`src/rtl/ntt_stream_io.sv`:
```
// ntt_stream_io
//   Streaming I/O stage around the radix-4 NTT/INTT core.
//   Load:   a serial stream of N coefficients is packed four per row into the
//           two dual-port coefficient BRAMs (lane i[1:0], row i>>2).
//   Kick:   one-cycle ntt_start, then wait for the ntt_done pulse.
//   Unload: rows are read back and streamed out with valid/ready
//           backpressure; out_last marks the final word.
//   io_own tells the top level to route this block's BRAM signals.
//
// Ports
//   clk, rst                      clock, synchronous active-high reset
//   start / busy                  job start pulse, job-in-progress flag
//   in_data/in_valid/in_ready     coefficient input stream
//   out_data/out_valid/out_ready/out_last   result stream
//   ntt_start / ntt_done          core handshake
//   io_own                        BRAM port ownership for the top-level mux
//   bram_addr, bram_we            shared row address / write enable
//   bram_din0..3, bram_dout0..3   lanes: bram0.a, bram0.b, bram1.a, bram1.b
//   range_err                     sticky "input >= Q" flag (optional)
//
// Optional feature: define NTT_IO_RANGE_CHECK_EN to add the range_err port
// and its comparator.
//
// State | meaning
// ------+---------------------------------------------------------------
// IDLE  | waiting for start, BRAMs owned by the core side
// LOAD  | accepting input words, writing a row after every 4th word
// KICK  | ntt_start pulse visible
// WAIT  | waiting for ntt_done
// RD    | row address presented to the BRAMs
// CAP   | BRAM read data captured into the output buffer
// SEND  | four buffered words streamed out under backpressure

module ntt_stream_io #(
    parameter int          N  = 256,
    parameter int          DW = 32,
    parameter int          AW = 8,
    parameter logic [31:0] Q  = 32'd8380417
) (
    input  logic          clk,
    input  logic          rst,
    input  logic          start,
    output logic          busy,
    input  logic [DW-1:0] in_data,
    input  logic          in_valid,
    output logic          in_ready,
    output logic [DW-1:0] out_data,
    output logic          out_valid,
    input  logic          out_ready,
    output logic          out_last,
    output logic          ntt_start,
    input  logic          ntt_done,
    output logic          io_own,
    output logic [AW-1:0] bram_addr,
    output logic          bram_we,
    output logic [DW-1:0] bram_din0,
    output logic [DW-1:0] bram_din1,
    output logic [DW-1:0] bram_din2,
    output logic [DW-1:0] bram_din3,
    input  logic [DW-1:0] bram_dout0,
    input  logic [DW-1:0] bram_dout1,
    input  logic [DW-1:0] bram_dout2,
    input  logic [DW-1:0] bram_dout3
`ifdef NTT_IO_RANGE_CHECK_EN
    ,
    output logic          range_err
`endif
);

    generate
        if ((N % 4) != 0 || (N / 4) > (1 << AW) || Q == 32'd0) begin : g_param_check
            $error("ntt_stream_io: N must be a multiple of 4, 2^AW >= N/4, Q nonzero");
        end
    endgenerate

    typedef enum logic [2:0] {
        S_IDLE,
        S_LOAD,
        S_KICK,
        S_WAIT,
        S_RD,
        S_CAP,
        S_SEND
    } state_t;

    // cnt runs to N (one past the last word) so the write cycle of the final
    // row is recognisable without a separate flag.
    localparam int              CW       = $clog2(N) + 1;
    localparam logic [CW-1:0]   CNT_LAST = CW'(N - 1);
    localparam logic [CW-1:0]   CNT_END  = CW'(N);
    localparam logic [AW-1:0]   ROW_LAST = AW'(N / 4 - 1);

    state_t        state;
    logic [CW-1:0] cnt;
    logic [AW-1:0] row;
    logic [1:0]    lane;
    logic [DW-1:0] in_buf  [4];
    logic [DW-1:0] out_buf [4];

    logic in_fire;
    logic out_fire;

    // in_ready is only ever set while in LOAD, so no state qualifier needed.
    assign in_fire  = in_valid && in_ready;
    assign out_fire = out_valid && out_ready;

    always_ff @(posedge clk) begin
        if (rst) begin
            state     <= S_IDLE;
            cnt       <= '0;
            row       <= '0;
            lane      <= '0;
            busy      <= 1'b0;
            in_ready  <= 1'b0;
            out_data  <= '0;
            out_valid <= 1'b0;
            out_last  <= 1'b0;
            ntt_start <= 1'b0;
            io_own    <= 1'b0;
            bram_addr <= '0;
            bram_we   <= 1'b0;
            bram_din0 <= '0;
            bram_din1 <= '0;
            bram_din2 <= '0;
            bram_din3 <= '0;
            for (int k = 0; k < 4; k++) begin
                in_buf[k]  <= '0;
                out_buf[k] <= '0;
            end
`ifdef NTT_IO_RANGE_CHECK_EN
            range_err <= 1'b0;
`endif
        end else begin
            bram_we   <= 1'b0;
            ntt_start <= 1'b0;

            case (state)
                S_IDLE: begin
                    if (start) begin
                        state    <= S_LOAD;
                        cnt      <= '0;
                        row      <= '0;
                        lane     <= '0;
                        busy     <= 1'b1;
                        io_own   <= 1'b1;
                        in_ready <= 1'b1;
`ifdef NTT_IO_RANGE_CHECK_EN
                        range_err <= 1'b0;
`endif
                    end
                end

                S_LOAD: begin
                    if (in_fire) begin
                        cnt                <= cnt + CW'(1);
                        in_buf[cnt[1:0]]   <= in_data;
                        // Lane 3 completes a row: lane 3 comes straight from
                        // the input so the write needs no extra cycle.
                        if (cnt[1:0] == 2'd3) begin
                            bram_din0 <= in_buf[0];
                            bram_din1 <= in_buf[1];
                            bram_din2 <= in_buf[2];
                            bram_din3 <= in_data;
                            bram_addr <= AW'(cnt >> 2);
                            bram_we   <= 1'b1;
                        end
                        if (cnt == CNT_LAST) begin
                            in_ready <= 1'b0;
                        end
`ifdef NTT_IO_RANGE_CHECK_EN
                        if ({32'd0, in_data} >= {{DW{1'b0}}, Q}) begin
                            range_err <= 1'b1;
                        end
`endif
                    end
                    // cnt == N only during the final row's write cycle.
                    if (cnt == CNT_END) begin
                        state     <= S_KICK;
                        io_own    <= 1'b0;
                        ntt_start <= 1'b1;
                    end
                end

                S_KICK: begin
                    state <= S_WAIT;
                end

                S_WAIT: begin
                    if (ntt_done) begin
                        state     <= S_RD;
                        io_own    <= 1'b1;
                        row       <= '0;
                        bram_addr <= '0;
                    end
                end

                S_RD: begin
                    state <= S_CAP;
                end

                S_CAP: begin
                    out_buf[0] <= bram_dout0;
                    out_buf[1] <= bram_dout1;
                    out_buf[2] <= bram_dout2;
                    out_buf[3] <= bram_dout3;
                    out_data   <= bram_dout0;
                    out_valid  <= 1'b1;
                    out_last   <= 1'b0;
                    lane       <= '0;
                    state      <= S_SEND;
                end

                S_SEND: begin
                    if (out_fire) begin
                        if (lane == 2'd3) begin
                            out_valid <= 1'b0;
                            out_last  <= 1'b0;
                            if (row == ROW_LAST) begin
                                state  <= S_IDLE;
                                busy   <= 1'b0;
                                io_own <= 1'b0;
                            end else begin
                                row       <= row + AW'(1);
                                bram_addr <= row + AW'(1);
                                state     <= S_RD;
                            end
                        end else begin
                            lane     <= lane + 2'd1;
                            out_data <= out_buf[lane + 2'd1];
                            out_last <= (lane == 2'd2) && (row == ROW_LAST);
                        end
                    end
                end

                default: begin
                    state <= S_IDLE;
                end
            endcase
        end
    end

endmodule

```
`config.mk`:
```
export PLATFORM = sky130hd
export DESIGN_NAME = ntt_stream_io
export DESIGN_NICKNAME = d
export VERILOG_FILES = /design/src/rtl/ntt_stream_io.sv
export SDC_FILE = /design/constraint.sdc
export NUM_CORES = 1
export LEC_CHECK = 0
export CAP_MARGIN = 20
export CORE_UTILIZATION = 50
export CTS_BUF_LIST = sky130_fd_sc_hd__clkbuf_4
export DETAILED_ROUTE_END_ITERATION = 8
export GPL_ROUTABILITY_DRIVEN = 1
export PLACE_DENSITY_LB_ADDON = 0.08
export SYNTH_ARGS = -nofsm -noshare
export SYNTH_HDL_FRONTEND = slang
export SYNTH_SLANG_ARGS = --single-unit
```
`constraint.sdc`:
```
create_clock -name clk -period 18.5 [get_ports clk]
set_input_delay 1.85 -clock clk [delete_from_list [all_inputs] [get_ports clk]]
set_output_delay 1.85 -clock clk [all_outputs]
set_load 0.005 [all_outputs]
```
==> results of run 1 <==
[worst paths after layout]
path | endpoint | cells after the start | from
worst max-delay path | out_buf[3][16]$_SDFFCE_PN0P_ | 5 | rst
worst min-delay path | bram_din0[2]$_SDFFE_PP0P_ | 2 | in_buf[0][2]$_SDFFCE_PN0P_
worst max register to register | in_buf[2][1]$_SDFFCE_PN0P_ | 5 | state[2]$_SDFFE_PP0P_
worst min register to register | bram_din0[2]$_SDFFE_PP0P_ | 2 | in_buf[0][2]$_SDFFCE_PN0P_
[layer usage]
metal,global-route usage (%),share of wire [%]
met5,0,0.063
met4,8.39,2.0
met3,6.64,7.9
met2,38.1,47
met1,30.7,43
[synth_stat cells, types with 4 or more instances]
cell type	instances
inv_1	12
xor2_1	6
mux2i_1	5
or3_1	7
a311oi_1	34
a211oi_1	6
a21o_1	4
and3_1	6
a31oi_1	10
mux4_2	32
or2_2	6
ha_1	6
edfxtp_1	224
nand3_1	10
buf_2	24
nor4_1	4
and2_1	227
nor2_1	14
o21ai_0	7
nand2_1	345
dfxtp_1	197
a21oi_1	175
nor3_1	7
a22oi_1	4
buf_6	9
o2111ai_1	4
clkbuf_1	77
[sequential cells by signal, summed over array words and instances, names as in the netlist, 2 cells and up]
name       cells
row            8
bram_addr      8
cnt            9
bram_din0     32
lane           2
bram_din2     32
state          3
in_buf        96
out_data      32
bram_din1     32
out_buf      128
bram_din3     32
[worst min-delay path: cells and delay by family (launching register included)]
kind            cells  cell delay, ps
flops               1             320
compound gates      1             100
simple gates        1              40
[cell type report]
type	instances	area, um2	share of cell area, %
Tap cell	448	561	2.55
Sequential cell	421	10700	48.5
Timing Repair Buffer	357	3530	16.1
Clock buffer	164	1230	5.60
Antenna cell	1	2.50	0.0114
Clock inverter	31	150	0.683
Multi-Input combinational cell	973	5800	26.4
Inverter	12	45.0	0.205
[stage by stage]
| stage | hold slack (ps) | util [%] | total power [mW] | area, um2 | std cells |
|---|---|---|---|---|---|
| floorplan | 448 | - | 1.12 | 17000 | 1517 |
| global placement | 442 | 61.5 | 1.20 | 20600 | 2211 |
| detailed placement | 446 | 61.5 | 1.20 | 20600 | 2211 |
| CTS | 452 | 65.6 | 1.98 | 22000 | 2406 |
| global route | 464 | 65.6 | 2.04 | 22000 | 2407 |
| finish | 443 | 65.6 | 1.96 | 22000 | 2407 |
[cells by family after synthesis]
logic type,share of synthesized area (%)
AOI/OAI and AO/OA,9.37
xor gates and xnor gates,0.309
adders and majority gates,0.442
buffers and inverters,3.29
DFF,62.8
muxes,4.53
and+or+nand+nor,19.3
[report_power, final]
group          switching, mW  internal, mW  total (mW)  leakage [nW]
sequential            0.0111          1.01        1.02          3.90
combinational         0.0889        0.0688       0.158          3.03
clock                  0.372         0.405       0.777         0.814
total                  0.472          1.48        1.96          7.75
==> run metrics, run 1 <==
CP peak stage delay between 700 and 800 ps; placer congestion estimate 0.839; crit-path cells buf_6 -> inv_1 -> o21ai_4 -> buf_4 -> buf_4; CTS root buf clkbuf_4; CTS H-tree lvls 3; Area growth syn-to-layout 29.4%; Top Family by Delay on Critical Path buffers and inverters; vias in the first global route approximately 12,000; Max Fanout on Critical Path between 100 and 150; clock sink total 421; Final Max Slew Viols 0; Clock Skew around 67 ps; CP Data Required Time ~19,000 ps; Setup violations, final 0; DRC Markers 0; Clock Tree Buf Depth 3; commonest non-fill, non-tap cell in the layout nand2_1; Post-synth EDFFs 224; final worst path period share between 20 and 25%; Synth Flop Type edfxtp_1; cts repair resizes 0; Max Clk Rate 236 MHz; Die Area 34,700 um2; crit path DAT about 4600 ps; worst slew pin tran about 1100 ps; dpl ws ~13,000 ps; Seq/Total Area, Yosys a little over three fifths; Fin. Hold Viols 0; Die Ht approximately 190 um; most frequent cells in the layout nand2_1, clkdlybuf4s50_1, and2_1; Initial Utilization roughly 51%; R2R setup slack roughly 15,000 ps; via count 12,600; Slew headroom approximately 27%; Pleak about 7.8 nW; cell area after synthesis 17,000 um2; # port buffers 340; warnings from Yosys 0; worst hold path type reg -> reg; FFs w/ async S/R, synth 0%; TritonCTS clock tree done; post-synth top area share between 30% and 40%; Synth area leader edfxtp_1; min cycle time layout around 4200 ps; # Max-Cap Violations 0; initial antenna violation count 4; largest net degree at the start of global routing between 100 and 150; number of I/O pins between 300 and 400; wire length per cell approximately 17 um; gr usage total a little under a quarter; dpl hpwl roughly 27,000 um; most used cell along the critical path buf_4; Synth Net Count about 1,700; nets between 2,000 and 2,500; Worst path slowest cell buf_4; Peak VDD IR approximately 0.000047 V; Row Count 67; Sum Neg Setup Slack 0 ps; Core ar. approximately 34,000 um2; Initial DRT Pass Iterations 6; cell area power density about 89 nW/um2; Syn Area/Cell approximately 11 um2; Seq cells post-synth roughly 420; slack of the critical path 14,250 ps; Setup crit start kind primary input; ranking of synthesized cells by area edfxtp_1, dfxtp_1, and2_1, nand2_1, a21oi_1; antenna-violating nets left 0; clk_lat worst skew approximately 800 ps; Syn Inst Count ~1,500; DRT iter0 DRCs just under 700; final wirelength between 40,000 and 50,000 um; Buf/Inv on CP 4; first-pass GRT wire length 65,000 um; unrepaired setup endpoints after global routing no; DR vias/cell 5.22; status completed; Netlist cell types 58; fill count 2,694; Crit Path Class in -> reg; endpoint class of the critical path register; Overflow after GRT 0; post-CTS setup buffers 0; CTS Buf Count between 100 and 150; hold-fix buffers at CTS 0; Reg clk slew, reported paths approximately 60 ps; Chip Width 186 um; layout cells sized above 1 12.5%
(Power assumes the default switching activity.)
==> run 2, diff against run 1 <==
Clock period 18.5 ns to 4.05 ns, I/O delays scaled along.
==> run 2 against run 1 <==
  * Combinational power grew to 4.4 times the previous value
  * Via count is 0.26% higher
  * Register-to-register slack got worse by 14000 ps
  * Count of clock-buffer cells in the layout rose by 8
  * Global-route usage grew 0.41 points
  * Clock power rose to 4.8 times the previous value
  * Clock skew down 14 ps
  * Sequential cell count unchanged
  * Routed wire length rose by 0.88%
  * Total power rose to 4.7 times the previous value
  * Critical path depth is the same
  * Sequential share of layout area fell by 0.36 points
  * Critical endpoint is now in_buf[1][28]$_SDFFCE_PN0P_
==> run metrics, run 2 (synthesis results as in run 1) <==
DRT iter0 DRCs ~750; CTS root buf clkbuf_4; DRC Markers 0; largest registers out_buf (128), in_buf (96); Setup violations, final 0; first-pass GRT wire length 66,400 um; clk_lat worst skew 750 ps; Clock Skew approximately 53 ps; Overflow after GRT 0; Reg with most FFs out_buf; gr usage total about a quarter; wire length per cell approximately 17 um; vias in the first global route around 12,000; status completed; Sum Neg Setup Slack 0 ps; Initial Utilization between 50% and 60%; max reg flops 128; placer congestion estimate between 0.8 and 0.9; CTS Buf Count slightly above 100; Reg clk slew, reported paths 70 ps; most frequent cells in the layout nand2_1, clkdlybuf4s50_1, and2_1; number of I/O pins between 300 and 400; commonest non-fill, non-tap cell in the layout nand2_1; Die Ht about 190 um; Max Clk Rate 321 MHz; DR vias/cell 5.23; Min Hold Slack 162 ps; endpoint class of the critical path register; antenna-violating nets left 0; Initial DRT Pass Iterations 5; Area growth syn-to-layout 30.4%; Fin. Hold Viols 0; layout cells sized above 1 13.0%; largest net degree at the start of global routing about 130; TritonCTS clock tree done; Final Max Slew Viols 0; CP Data Required Time 4390 ps; # Max-Cap Violations 0; final wirelength between 40,000 and 50,000 um; Core ar. approximately 34,000 um2; Clock Tree Buf Depth 3; Die Area roughly 35,000 um2; cts repair resizes 0; nets 2,044; Crit Path Class reg -> reg; Slew headroom approximately two fifths; via count between 10,000 and 15,000; unrepaired setup endpoints after global routing no; # port buffers 340; Peak VDD IR about 0.00026 V; Chip Width 186 um; worst hold path type in -> reg; dpl hpwl 27,400 um; post-CTS setup buffers 0; min cycle time layout between 3000 and 4000 ps; worst slew pin tran between 800 and 900 ps; crit path DAT approximately 3500 ps; final worst path period share roughly three quarters; Row Count 67; cell area power density 412 nW/um2; initial antenna violation count 3; CTS H-tree lvls 3; clock sink total between 400 and 500; hold-fix buffers at CTS 0; fill count approximately 2,700; Setup crit start kind register; Max Fanout on Critical Path 33; Pleak 7.85 nW
## run 2: power breakdown
part	internal [mW]	switching [mW]
Combinational	0.316	0.387
Clock	2.09	1.66
Sequential	4.61	0.0673
Total	7.02	2.11
## run 2: per-layer routing
layer | global-route usage [%] | wire length, um | up-vias
li1 | - | - | 6083
met2 | 38.6 | 19900 | 470
met3 | 6.07 | 3110 | 65
met5 | 0 | 0 | -
met1 | 32.0 | 18200 | 5974
met4 | 7.88 | 724 | 0
## run 2: stage by stage
stage | util, % | worst slack, ps | instance area [um2] | power (mW) | cells
2_1_floorplan | - | 814 | 17000 | 5.10 | 1517
6_report | 66.1 | 935 | 22200 | 9.13 | 2409
3_3_place_gp | 61.7 | 1010 | 20700 | 5.46 | 2215
4_1_cts | 66.0 | 967 | 22100 | 9.22 | 2405
5_1_grt | 66.1 | 791 | 22200 | 9.51 | 2409
3_5_place_dp | 61.7 | 957 | 20700 | 5.47 | 2215
## run 2: worst paths after layout
check | from | to | slack [ps] | depth (start not counted)
worst max-delay path | state[1]$_SDFFE_PP0P_ | in_buf[1][28]$_SDFFCE_PN0P_ | 930 | 5
worst min-delay path | rst | cnt[8]$_SDFFE_PP0P_ | 160 | 2
worst max register to register | state[1]$_SDFFE_PP0P_ | in_buf[1][28]$_SDFFCE_PN0P_ | 930 | 5
worst min register to register | bram_din0[2]$_SDFFE_PP0P_ | bram_din0[2]$_SDFFE_PP0P_ | 450 | 2
## run 2: critical path, stage by stage, from the launching register on
cell and delay, ps:
dfxtp_1 530, or3b_1 610, or3_4 470, nor3_4 110
buf_4 300, or2_2 700
## run 2: layout make-up
cell class	count	area, um2	area share, %
repair buffers	362	3630	16.4
diodes	3	7.51	0.0339
clock buffers	172	1290	5.83
well taps	448	561	2.53
multi-input cells	973	5800	26.2
clock inverters	18	151	0.683
inverters	12	45.0	0.203
flip-flops and latches	421	10700	48.2
==> run 3, diff against run 2 <==
Clock period 4.05 ns to 2.95 ns, I/O delays scaled along.
==> run 3 against run 2 <==
  * Combinational power rose by 48%
  * Highest routed layer is now met5
  * Clock skew fell by 7.6 ps
  * Via count rose by 0.75%
  * Die area did not move
  * Core utilization rose by 0.46 points
  * Count of clock-buffer cells in the layout rose by 5
  * Sequential share of layout area fell by 0.32 points
  * Clock power rose by 35%
  * Maximum frequency rose by 27%
==> run metrics, run 3 (synthesis results as in run 1) <==
status completed; CP peak stage delay 660 ps; CP Data Required Time about 3300 ps; unrepaired setup endpoints after global routing no; fill count 2,663; vias in the first global route approximately 12,000; reg-to-reg endpoint in_buf[0][19]$_SDFFCE_PN0P_; worst hold path type in -> reg; DRC Markers 0; Max Fanout on Critical Path 32; Pint ~9.6 mW; Min Hold Slack 156 ps; CTS root buf clkbuf_4; Crit Path Class reg -> reg; wire length per cell 17.3 um; Core ar. 33,500 um2; clk_lat worst skew 740 ps; Non-Filler Instances roughly 2,400; placer congestion estimate just over 0.8; first-pass GRT wire length approximately 66,000 um; min cycle time layout ~2500 ps; largest registers out_buf (128), in_buf (96); initial antenna violation count 4; Setup violations, final 0; Reg clk slew, reported paths ~70 ps; most frequent cells in the layout nand2_1, clkdlybuf4s50_1, and2_1; total power 12.5 mW; Row Count 67; Hold Path Sink out_data[22]$_SDFFE_PP0P_; final wirelength between 40,000 and 50,000 um; commonest non-fill, non-tap cell in the layout nand2_1; endpoint class of the critical path register; hold-fix buffers at CTS 1; Worst Hold Launch bram_dout0[22]; R2R setup slack 490 ps; CTS H-tree lvls 3; # port buffers 340; DR vias/cell about 5.2; grt met3 use under 10%; Clock Skew around 45 ps; CTS Buf Count ~110; largest net degree at the start of global routing 130; clock share of power roughly two fifths; Area growth syn-to-layout 31.3%; total net switching power ~2.9 mW; placed inst area about 21,000 um2; crit path DAT 2800 ps; Worst Reg-to-Reg Cells 4; worst slew pin tran around 900 ps; busiest metal layer after global routing met2; Worst path slowest cell or2_2; Peak VDD IR about 0.0003 V; Fin. Hold Viols 0; Buf/Inv on CP 0; number of I/O pins 341; Final Max Slew Viols 0; met1 Usage GRT around a third; Reg power frac ~51%; Clock Tree Buf Depth 3; Die Ht 186 um; cell area power density between 500 and 600 nW/um2; post-CTS setup buffers 0; layout cells sized above 1 13.8%; post-layout util between 60% and 70%; Reg2Reg Launch Point state[2]$_SDFFE_PP0P_; met2 usage around 37%; max reg flops ~130; DRT iter0 DRCs 708; Gate power share a little over 8%; Cells after DPL between 2,000 and 2,500; Reg with most FFs out_buf; Max Clk Rate 407 MHz; Initial DRT Pass Iterations 5; Die Area between 30,000 and 40,000 um2; nets 2,063; Sum Neg Setup Slack 0 ps; # Max-Cap Violations 0; TritonCTS clock tree done; slack of the critical path roughly 490 ps; Top Family by Delay on Critical Path simple AND/OR/NAND/NOR gates; Slew headroom 40.0%; Chip Width approximately 190 um; Pleak around 7.9 nW; crit-path cells or3b_1 -> or3_4 -> nor3_4 -> or2_2; Design Area, Final roughly 22,000 um2; clock sink total around 420; gr usage total between 20% and 30%; dpl ws 462 ps; number of cells on the worst hold path 3; switching portion of total power 23.3%; Setup crit start kind register; final worst path period share 83.2%; antenna-violating nets left 0; dpl hpwl about 28,000 um; Initial Utilization a little over 50%; cts repair resizes 0; Overflow after GRT 0; via count roughly 13,000
==> run 3: worst max-delay path by stage <==
| stage | from | to | slack [ps] | depth (start not counted) |
|---|---|---|---|---|
| 6_report | state[2]$_SDFFE_PP0P_ | in_buf[0][19]$_SDFFCE_PN0P_ | 490 | 4 |
| 4_1_cts | lane[0]$_SDFFE_PP0P_ | out_data[10]$_SDFFE_PP0P_ | 470 | 7 |
| 3_3_place_gp | in_valid | in_buf[0][20]$_SDFFCE_PN0P_ | 500 | 5 |
| 5_1_grt | lane[0]$_SDFFE_PP0P_ | out_data[10]$_SDFFE_PP0P_ | 380 | 7 |
| 3_5_place_dp | in_valid | in_buf[0][20]$_SDFFCE_PN0P_ | 460 | 5 |
| 2_1_floorplan | state[1]$_SDFFE_PP0P_ | out_buf[0][0]$_SDFFCE_PN0P_ | -190 | 3 |
==> run 3: worst reg2reg max path: stages (launching register included) <==
cell     delay [ps]
dfxtp_2         420
or3b_1          410
or3_4           430
nor3_4          130
or2_2           660
==> run 3: power by group through the flow <==
stage	registers, mW	clock network (mW)	logic (mW)
3_3_place_gp	6.53	0	1.02
2_1_floorplan	6.52	0	0.502
4_1_cts	6.41	5.18	1.04
3_5_place_dp	6.54	0	1.03
6_report	6.41	5.05	1.04
5_1_grt	6.42	5.49	1.12
==> run 3: per-layer routing <==
layer	up-vias	share of wire [%]
met3	90	8.2
li1	6131	-
met1	5934	43
met4	2	2.7
met2	530	46
met5	-	0.029
==> run 3: final cells by class <==
| cell class | instances | area (um2) | share of cell area [%] |
|---|---|---|---|
| Clock inverter | 19 | 108 | 0.482 |
| Timing Repair Buffer | 377 | 3780 | 17.0 |
| Multi-Input combinational cell | 973 | 5810 | 26.0 |
| Antenna cell | 2 | 5.00 | 0.0224 |
| Clock buffer | 177 | 1330 | 5.95 |
| Tap cell | 448 | 561 | 2.51 |
| Inverter | 12 | 45.0 | 0.202 |
| Sequential cell | 421 | 10700 | 47.8 |
